### src/rtl/calc2_pkg.sv
// Shared types for the calc2 port driver: command/response encodings,
// per-tag lifecycle state, issue FSM states and the queued result record.
// No logic; imported by calc2_resp_fifo and calc2_port_driver.
package calc2_pkg;

    localparam int NTAGS = 4;

    // calc2 command encodings (other values are passed through untouched)
    localparam logic [3:0] CMD_ADD = 4'd1;
    localparam logic [3:0] CMD_SUB = 4'd2;
    localparam logic [3:0] CMD_SHL = 4'd5;
    localparam logic [3:0] CMD_SHR = 4'd6;

    // calc2 response encodings; TIMEOUT is produced locally, never by calc2
    localparam logic [1:0] RESP_NONE    = 2'd0;
    localparam logic [1:0] RESP_OK      = 2'd1;
    localparam logic [1:0] RESP_ERR     = 2'd2;
    localparam logic [1:0] RESP_TIMEOUT = 2'd3;

    typedef enum logic [1:0] {
        TAG_FREE,
        TAG_ISSUED,
        TAG_DONE
    } tag_state_t;

    typedef enum logic [1:0] {
        ISS_IDLE,
        ISS_SEND1,
        ISS_SEND2
    } issue_state_t;

    typedef struct packed {
        logic [1:0]  resp;
        logic [31:0] data;
        logic [1:0]  tag;
    } result_t;

endpackage

### src/rtl/calc2_resp_fifo.sv
// 4-entry result_t FIFO with single push / single pop per cycle.
// Latency: a push is visible at pop_dat the cycle after the push edge.
// Backpressure: push is ignored when full, pop ignored when empty (full/empty flags exposed).
// Ports: c_clk, reset (async, active-high), push/push_dat, pop/pop_dat, full, empty.
module calc2_resp_fifo
    import calc2_pkg::*;
(
    input  logic    c_clk,
    input  logic    reset,
    input  logic    push,
    input  result_t push_dat,
    input  logic    pop,
    output result_t pop_dat,
    output logic    full,
    output logic    empty
);

    result_t    mem [4];
    logic [1:0] wr_ptr;
    logic [1:0] rd_ptr;
    logic [2:0] count;
    logic       do_push;
    logic       do_pop;

    assign full    = (count == 3'd4);
    assign empty   = (count == 3'd0);
    assign do_push = push && !full;
    assign do_pop  = pop && !empty;
    assign pop_dat = mem[rd_ptr];

    always_ff @(posedge c_clk or posedge reset) begin
        if (reset) begin
            wr_ptr <= '0;
            rd_ptr <= '0;
            count  <= '0;
        end else begin
            if (do_push) wr_ptr <= wr_ptr + 2'd1;
            if (do_pop)  rd_ptr <= rd_ptr + 2'd1;
            case ({do_push, do_pop})
                2'b10:   count <= count + 3'd1;
                2'b01:   count <= count - 3'd1;
                default: count <= count;
            endcase
        end
    end

    // Storage needs no reset: contents are only observed while count > 0.
    always_ff @(posedge c_clk) begin
        if (do_push) mem[wr_ptr] <= push_dat;
    end

endmodule

### src/rtl/calc2_port_driver.sv
// Request engine for one calc2 port: serialises ops into the 2-cycle calc2 request,
// tracks 4 tags, queues responses/timeouts. Latency: op1 on req_* 1 edge after accept,
// op2 one edge later; result 1 edge after response. Backpressure: op_ready drops in SEND1
// or when no tag is FREE; results held in a 4-entry queue until res_ready.
// Ports: op_* (offer side), req_*_out (to calc2), resp_*_in (from calc2),
//        res_* (result side), outstanding (non-FREE tag count), spurious_err (1-cycle pulse).
module calc2_port_driver
    import calc2_pkg::*;
#(
    parameter int TIMEOUT_CYCLES = 64
) (
    input  logic        c_clk,
    input  logic        reset,
    input  logic        op_valid,
    output logic        op_ready,
    input  logic [3:0]  op_cmd,
    input  logic [31:0] op_a,
    input  logic [31:0] op_b,
    output logic [1:0]  op_tag,
    output logic [3:0]  req_cmd_out,
    output logic [31:0] req_data_out,
    output logic [1:0]  req_tag_out,
    input  logic [1:0]  resp_in,
    input  logic [31:0] resp_data_in,
    input  logic [1:0]  resp_tag_in,
    output logic        res_valid,
    input  logic        res_ready,
    output logic [1:0]  res_resp,
    output logic [31:0] res_data,
    output logic [1:0]  res_tag,
    output logic [2:0]  outstanding,
    output logic        spurious_err
);

    localparam int              CNT_W   = $clog2(TIMEOUT_CYCLES + 1);
    localparam logic [CNT_W-1:0] CNT_MAX = CNT_W'(TIMEOUT_CYCLES);

    issue_state_t     iss_st;
    tag_state_t       tag_st  [NTAGS];
    logic [CNT_W-1:0] tmo_cnt [NTAGS];
    logic [31:0]      op2_hold;

    logic    any_free;
    logic    accept;
    logic    resp_hit;
    logic    resp_spur;
    logic    tmo_any;
    logic [1:0] tmo_tag;
    logic    push_en;
    result_t push_dat;
    logic    pop;
    result_t head;
    logic    fifo_full;
    logic    fifo_empty;

    // Lowest-index FREE tag is the one offered next.
    always_comb begin
        any_free = 1'b0;
        op_tag   = '0;
        for (int i = NTAGS - 1; i >= 0; i--) begin
            if (tag_st[i] == TAG_FREE) begin
                any_free = 1'b1;
                op_tag   = 2'(i);
            end
        end
    end

    // SEND1 is the only state that cannot take a new op: op2 of the previous
    // op is still to be driven.
    assign op_ready = !reset && (iss_st != ISS_SEND1) && any_free;
    assign accept   = op_valid && op_ready;

    assign resp_hit  = (resp_in != RESP_NONE) && (tag_st[resp_tag_in] == TAG_ISSUED);
    assign resp_spur = (resp_in != RESP_NONE) && (tag_st[resp_tag_in] != TAG_ISSUED);

    // Expired tag to report. A tag answered this very cycle is excluded so the
    // real response wins; other expired tags wait (counter is saturated).
    always_comb begin
        tmo_any = 1'b0;
        tmo_tag = '0;
        for (int i = NTAGS - 1; i >= 0; i--) begin
            if (tag_st[i] == TAG_ISSUED && tmo_cnt[i] == CNT_MAX &&
                !(resp_hit && resp_tag_in == 2'(i))) begin
                tmo_any = 1'b1;
                tmo_tag = 2'(i);
            end
        end
    end

    always_comb begin
        push_dat = '{resp: RESP_TIMEOUT, data: 32'd0, tag: tmo_tag};
        if (resp_hit) begin
            push_dat = '{resp: resp_in, data: resp_data_in, tag: resp_tag_in};
        end
    end

    // The queue cannot actually be full when a push is wanted (one entry per
    // non-FREE tag); the guard just keeps tag state and queue in step.
    assign push_en = (resp_hit || tmo_any) && !fifo_full;
    assign pop     = res_valid && res_ready;

    calc2_resp_fifo u_fifo (
        .c_clk    (c_clk),
        .reset    (reset),
        .push     (push_en),
        .push_dat (push_dat),
        .pop      (pop),
        .pop_dat  (head),
        .full     (fifo_full),
        .empty    (fifo_empty)
    );

    assign res_valid = !fifo_empty;
    assign res_resp  = fifo_empty ? 2'd0  : head.resp;
    assign res_data  = fifo_empty ? 32'd0 : head.data;
    assign res_tag   = fifo_empty ? 2'd0  : head.tag;

    // Accept, push and pop always touch different tags (FREE, ISSUED, DONE
    // respectively), so the priority order below never hides an event.
    always_ff @(posedge c_clk or posedge reset) begin
        if (reset) begin
            for (int i = 0; i < NTAGS; i++) begin
                tag_st[i]  <= TAG_FREE;
                tmo_cnt[i] <= '0;
            end
        end else begin
            for (int i = 0; i < NTAGS; i++) begin
                if (accept && op_tag == 2'(i)) begin
                    tag_st[i]  <= TAG_ISSUED;
                    tmo_cnt[i] <= '0;
                end else if (push_en && push_dat.tag == 2'(i)) begin
                    tag_st[i] <= TAG_DONE;
                end else if (pop && head.tag == 2'(i)) begin
                    tag_st[i] <= TAG_FREE;
                end else if (tag_st[i] == TAG_ISSUED && tmo_cnt[i] != CNT_MAX) begin
                    tmo_cnt[i] <= tmo_cnt[i] + CNT_W'(1);
                end
            end
        end
    end

    always_comb begin
        outstanding = '0;
        for (int i = 0; i < NTAGS; i++) begin
            if (tag_st[i] != TAG_FREE) outstanding = outstanding + 3'd1;
        end
    end

    // Issue FSM with registered request outputs. op_b is captured at accept
    // so the offer side need not hold it into the second request cycle.
    always_ff @(posedge c_clk or posedge reset) begin
        if (reset) begin
            iss_st       <= ISS_IDLE;
            req_cmd_out  <= '0;
            req_data_out <= '0;
            req_tag_out  <= '0;
            op2_hold     <= '0;
        end else begin
            case (iss_st)
                ISS_SEND1: begin
                    iss_st       <= ISS_SEND2;
                    req_cmd_out  <= '0;
                    req_data_out <= op2_hold;
                    req_tag_out  <= '0;
                end
                default: begin
                    if (accept) begin
                        iss_st       <= ISS_SEND1;
                        req_cmd_out  <= op_cmd;
                        req_data_out <= op_a;
                        req_tag_out  <= op_tag;
                        op2_hold     <= op_b;
                    end else begin
                        iss_st       <= ISS_IDLE;
                        req_cmd_out  <= '0;
                        req_data_out <= '0;
                        req_tag_out  <= '0;
                    end
                end
            endcase
        end
    end

    always_ff @(posedge c_clk or posedge reset) begin
        if (reset) spurious_err <= 1'b0;
        else       spurious_err <= resp_spur;
    end

endmodule

### config.mk
export PLATFORM = sky130hd
export DESIGN_NAME = calc2_port_driver
export DESIGN_NICKNAME = d
export VERILOG_FILES = /design/src/rtl/calc2_pkg.sv /design/src/rtl/calc2_resp_fifo.sv /design/src/rtl/calc2_port_driver.sv
export SDC_FILE = /design/constraint.sdc
export NUM_CORES = 1
export LEC_CHECK = 0
export CAP_MARGIN = 20
export CORE_MARGIN = 8
export CORE_UTILIZATION = 53
export CTS_CLUSTER_SIZE = 14
export DETAILED_ROUTE_END_ITERATION = 10
export GPL_ROUTABILITY_DRIVEN = 1
export GPL_TIMING_DRIVEN = 0
export HOLD_SLACK_MARGIN = 0.03
export PLACE_DENSITY = 0.86
export SLEW_MARGIN = 20
export SYNTH_ARGS = -nofsm -noshare
export SYNTH_HDL_FRONTEND = slang
export SYNTH_SLANG_ARGS = --single-unit
### constraint.sdc
create_clock -name c_clk -period 4.2 [get_ports c_clk]
set_input_delay 0.84 -clock c_clk [delete_from_list [all_inputs] [get_ports c_clk]]
set_output_delay 0.84 -clock c_clk [all_outputs]
set_load 0.1 [all_outputs]
Word level (Yosys, flattened, before mapping)
Memory sizes are Yosys's and may differ from the RTL's. Index checks and enable logic that the tools add are counted.

Flip-flop bits (word level): 116. Bits in latches: 0. RAM bits: 144. Memory bits (read-only): 0. Output and inout port bits: 82. Word-level logic and storage cells: 210. Memories: 1.

Add/subtract/negate cells: 11. Multipliers: 0. Divide/modulo/power cells: 0. Order comparisons: 1. Equal/unequal tests: 39. Shift-type cells: 0. Muxes and demuxes: 66. Bitwise gates (word level): 2. Reductions and logical operators: 73.

Memories: u_fifo.mem (depth 4, bits a word 36, read ports 1, clocked after Yosys merged registers in 0, wr ports 1, RTL line calc2_resp_fifo.sv:18) `result_t mem [4];`.

Operators with widths (number): 7-bit 2-to-1 mux (16); 32-bit 2-to-1 mux (3); 2-bit 2-to-1 mux (27); 1-bit logical AND (37); 36-bit 2-to-1 mux (1); 7-bit by 1-bit adder with 7-bit output (second input constant) (4); 7-bit == test (second input constant) (4); 7-bit != test (second input constant) (4); 2-bit by 1-bit == test with 1-bit output (second input constant) (11); 2-bit nonzero test (10); 2-bit == test (second input constant) (9); 2-bit zero test (8); 2-bit != test (second input constant) (8); 3-bit by 1-bit adder with 3-bit output (second input constant) (4); 1-bit 2-to-1 mux (12); 3-bit AND reduction (4); 3-bit nonzero test (4); 3-bit 2-to-1 mux (3); 4-bit 2-to-1 mux (2); 1-bit zero test (7); 3-bit case mux with 2 select lines (1); 2-bit by 1-bit adder with 2-bit output (second input constant) (2); 2-bit binary-select mux with 2-bit select (1); 2-bit by 1-bit != test with 1-bit output (second input constant) (2); other kinds (8) (8).

Longest topological paths before layout
Depth in word-level cells: 18. Depth in mapped cells: 13.

Modules after synthesis
Synthesis repeated with hierarchy kept, for this count alone.

Cells, all modules: 733. Area total of the unflattened synthesis: 11090.6 sq um.

Modules (own cells, without submodules): calc2_resp_fifo (times used 1, cells each 226, area an instance 5639.2 sq um, sequential area each 4499.3 sq um); calc2_port_driver (times used 1, cells each 507, area an instance 5451.5 sq um, sequential area each 2727.6 sq um).

Worst setup path before layout
OpenSTA, ideal clock, no wires.

Path type: in2reg. Start: input port reset. End: register op2_hold[10]. Library setup time: 0.065 ns. Arrival time: 4.983 ns. Path slack: -0.848 ns. Cell stages on the path: 9. Path through: inv_1 nand3b_1 or2_2 clkbuf_1 clkinv_1 clkbuf_1 buf_1 nand2_1 nand2_1.

Longest elaborated chain between the ends: 5.

Ends and longest elaborated chain: start: declaration (RTL line calc2_port_driver.sv:13) `input logic reset,`; 1-bit zero test (no source line); 1-bit logical AND (2 in series) (RTL line calc2_port_driver.sv:70) `assign op_ready = !reset && (iss_st != ISS_SEND1) && any_free;`; 1-bit logical AND (RTL line calc2_port_driver.sv:71) `assign accept = op_valid && op_ready;`; 2-bit AND reduction (no source line); end signal: assignment (RTL line calc2_port_driver.sv:172) `op2_hold <= op_b;`; end: declaration (RTL line calc2_port_driver.sv:41) `logic [31:0] op2_hold;`.

Every way passes these cells. A chain may end at the register's enable or synchronous reset.

Final worst setup path
Start: register u_fifo.rd_ptr[1]. End: output port res_data[26].

Longest elaborated chain between the ends: 2.

Ends and longest elaborated chain: start: declaration (RTL line calc2_resp_fifo.sv:20) `logic [1:0] rd_ptr;`; start signal: assignment (RTL line calc2_resp_fifo.sv:38) `if (do_pop) rd_ptr <= rd_ptr + 2'd1;`; memory read 4 x 36 bit; 32-bit 2-to-1 mux (RTL line calc2_port_driver.sv:115) `assign res_data = fifo_empty ? 32'd0 : head.data;`; end: declaration (RTL line calc2_port_driver.sv:29) `output logic [31:0] res_data,`.

Every way passes these cells.

==> key figures <==
Placed design
  – Routability cong.: 0.819
  – IO Port Bufs: between 150 and 200
  – Area after DPL: 13400 um2
  – Post-DP HPWL: ~18000 um

Power
  – Maximum VDD drop: approximately 0.87 mV
  – Pwr Density: slightly above 800 nW/um2
  – P_leak: approximately 5.7 nW

Route
  – Routed wl met2: between 10000 and 15000 um
  – WL/cell: just under 20 um
  – DR top layer: met4
  – Drt pass-1 iters: 5
  – DRT Wirelength: ~26000 um
  – Detailed-route wire length on metal 1: about 10000 um
  – DRT antenna net count: 0
  – Met3 WL post-DR: 2090 um
  – Post-route DRC: 0
  – Via density: roughly 5.6
  – Vias: 7261
  – Initial DRC count: a little over 600

Synthesis
  – Mapped Nets: 914
  – Cell taking the most area after synthesis: edfxtp_1
  – Seq/Total Area, Yosys: 0.660
  – Post-synth EDFFs: about 140
  – Ys flop type: edfxtp_1
  – Number of synthesized register bits: 260
  – Synth cell count leaders: edfxtp_1 (144), nand2_1 (122), dfrtp_1 (116)
  – Avg Inst Size Synth: ~14 um2
  – Syn Std Cell Area: 11000 um2
  – Mapped Cells: 789
  – Synth warn: 0
  – Top-count cell post-synth: edfxtp_1
  – Ys async rst share: 0.446
  – Synth top area share: 0.395
  – Area contributors post-synth: edfxtp_1 (39%), dfrtp_1 (27%), mux4_2 (7.6%), and2_1 (4.5%), nand2_1 (4.2%)
  – Synth cell types: 54

Global route
  – Largest net degree at the start of global routing: 31
  – Initial antenna violation count: 0
  – First-pass GRT wire length: between 40000 and 50000 um
  – GRT Util Overall: 0.198
  – Vias in the first global route: 7617
  – Grt total ovfl: 0

Setup path
  – CP Data Arrival Time: roughly 3.2 ns
  – Worst Path Required: 3.36 ns
  – Crit path launch type: flop
  – Crit Path Class: reg2out
  – Crit end category: output pin
  – Worst Path Max Fanout: 10

Outcome
  – Status: complete, no violations

Clock tree
  – Post-CTS sizing: 40
  – Later-pin clock latency in the skew report: about 0.52 ns
  – Clock sink total: between 200 and 300
  – Max clock buf depth: 3
  – Post-CTS Setup Inserts: 0
  – TritonCTS Buffers: 27
  – CTS tree: yes
  – Hold_buf cts: 0
  – Clock transition at the registers of the reported paths: ~0.06 ns
  – Root buffer cell: clkbuf_16
  – Number of H-tree levels: 1

Floorplan
  – Core Region: between 20000 and 25000 um2
  – Ports: 190
  – Initial Util: 0.541
  – Row count: 52
  – Die Footprint: about 26000 um2
  – Die X: approximately 160 um
  – Die Ht: around 160 um

Timing
  – Final Max Tran Viols: 0
  – Hold Vio Cnt, Final: 0
  – Rel. slew slack: 0.266
  – Hold_ws: 0.477 ns
  – Worst-Margin Slew: roughly 1.1 ns
  – Worst Skew: 0.00804 ns
  – Tmin final: just over 4 ns
  – Fmax: approximately 250 MHz
  – RSZ-0062 raised after global routing: no
  – Setup tns final: 0 ns
  – Final period utilization: 0.965
  – Setup Viol. Count Final: 0

Run
  – MaxCap Viol Count: 0

Final layout
  – # diodes: 0
  – Layout cells sized above 1: 0.115
  – Utilization after layout: 0.703
  – Synth-to-layout area growth: 29.8%
  – # fillers: 1322
  – Final #Nets: between 1000 and 1500
  – Design area: around 14000 um2

Hold path
  – Worst Hold Class: reg2reg
-- worst max-delay path: stages (launching register included) --
cell and delay, ns:
dfrtp_1 0.32, clkbuf_1 0.49, clkbuf_1 0.56, mux4_2 0.32, and2_1 0.14, dlygate4sd2_1 0.86
-- per-layer routing --
metal  track usage  vias up
met4        0.0532        0
li1              -     3299
met3        0.0563       40
met2         0.344      288
met5             0        -
met1         0.238     3634
-- power by group --
group / total [mW] / leakage, nW / switching [mW] / internal [mW]
clock: 2.24 / 0.407 / 0.931 / 1.31
sequential: 3.47 / 2.83 / 0.262 / 3.21
combinational: 5.87 / 2.46 / 4.31 / 1.57
-- final timing paths --
| check | startpoint | slack [ns] | cells after the start | to |
|---|---|---|---|---|
| min reg2reg | op2_hold[29] | 0.48 | 2 | op2_hold[29] |
| max reg2reg | tmo_cnt[0] | 0.84 | 13 | u_fifo.count[2] |
| min | op2_hold[29] | 0.48 | 2 | op2_hold[29] |
| min in group asynchronous | reset | 0.78 | 2 | req_cmd_out[1] |
| max in group asynchronous | reset | 2.55 | 5 | req_data_out[6] |
| max | u_fifo.rd_ptr[1] | 0.15 | 5 | res_data[26] |
-- layout by cell type, fill, tap and decap left out, drive strengths merged, types with 6 or more instances in the layout --
master / count
nor2: 29
xnor2: 11
or3: 8
clkdlybuf4s50: 157
o211ai: 13
a22o: 32
nand3: 10
a21oi: 6
nand2: 122
o21ai: 17
or2: 6
edfxtp: 144
dlygate4sd2: 27
nor3: 9
clkbuf: 69
nand4: 6
inv: 30
o31ai: 9
dfrtp: 116
mux4: 37
ha: 16
and2: 78
buf: 13
mux2i: 9
-- registers in the layout (all words and copies together) (netlist names) --
register / cells
iss_st: 2
op2_hold: 32
req_cmd_out: 4
req_data_out: 32
req_tag_out: 2
spurious_err: 1
tag_st: 8
tmo_cnt: 28
u_fifo.count: 3
u_fifo.mem: 144
u_fifo.rd_ptr: 2
u_fifo.wr_ptr: 2
-- layout make-up --
class                           count  area [um2]  area share
Sequential cell                   260        7230       0.508
Multi-Input combinational cell    464        3470       0.244
Timing Repair Buffer              197        2040       0.144
Clock buffer                       41         800      0.0562
Tap cell                          270         338      0.0238
Buffer                             33         161      0.0114
Inverter                           32         124     0.00871
Clock inverter                      8        50.0     0.00352
-- per-stage QoR --
step	cells	total power, mW	setup WS [ns]
floorplan	789	8.05	0.110
global placement	1248	9.35	-1.71
detailed placement	1256	9.52	-0.0445
CTS	1305	11.7	0.0198
global route	1305	12.1	0.00107
finish	1305	11.6	0.148
-- kinds of logic after synthesis --
group                    count (synthesis)  share of synthesized area
AO/OA/AOI/OAI                           92                     0.0658
AND/OR/NAND/NOR                        292                      0.132
multiplexers                            48                     0.0864
adder cells (fa/ha/maj)                 17                     0.0201
flip-flops                             260                      0.660
buffers and inverters                   65                     0.0235
XOR/XNOR                                15                     0.0120
Note: power is estimated with default switching activity, not from simulation.
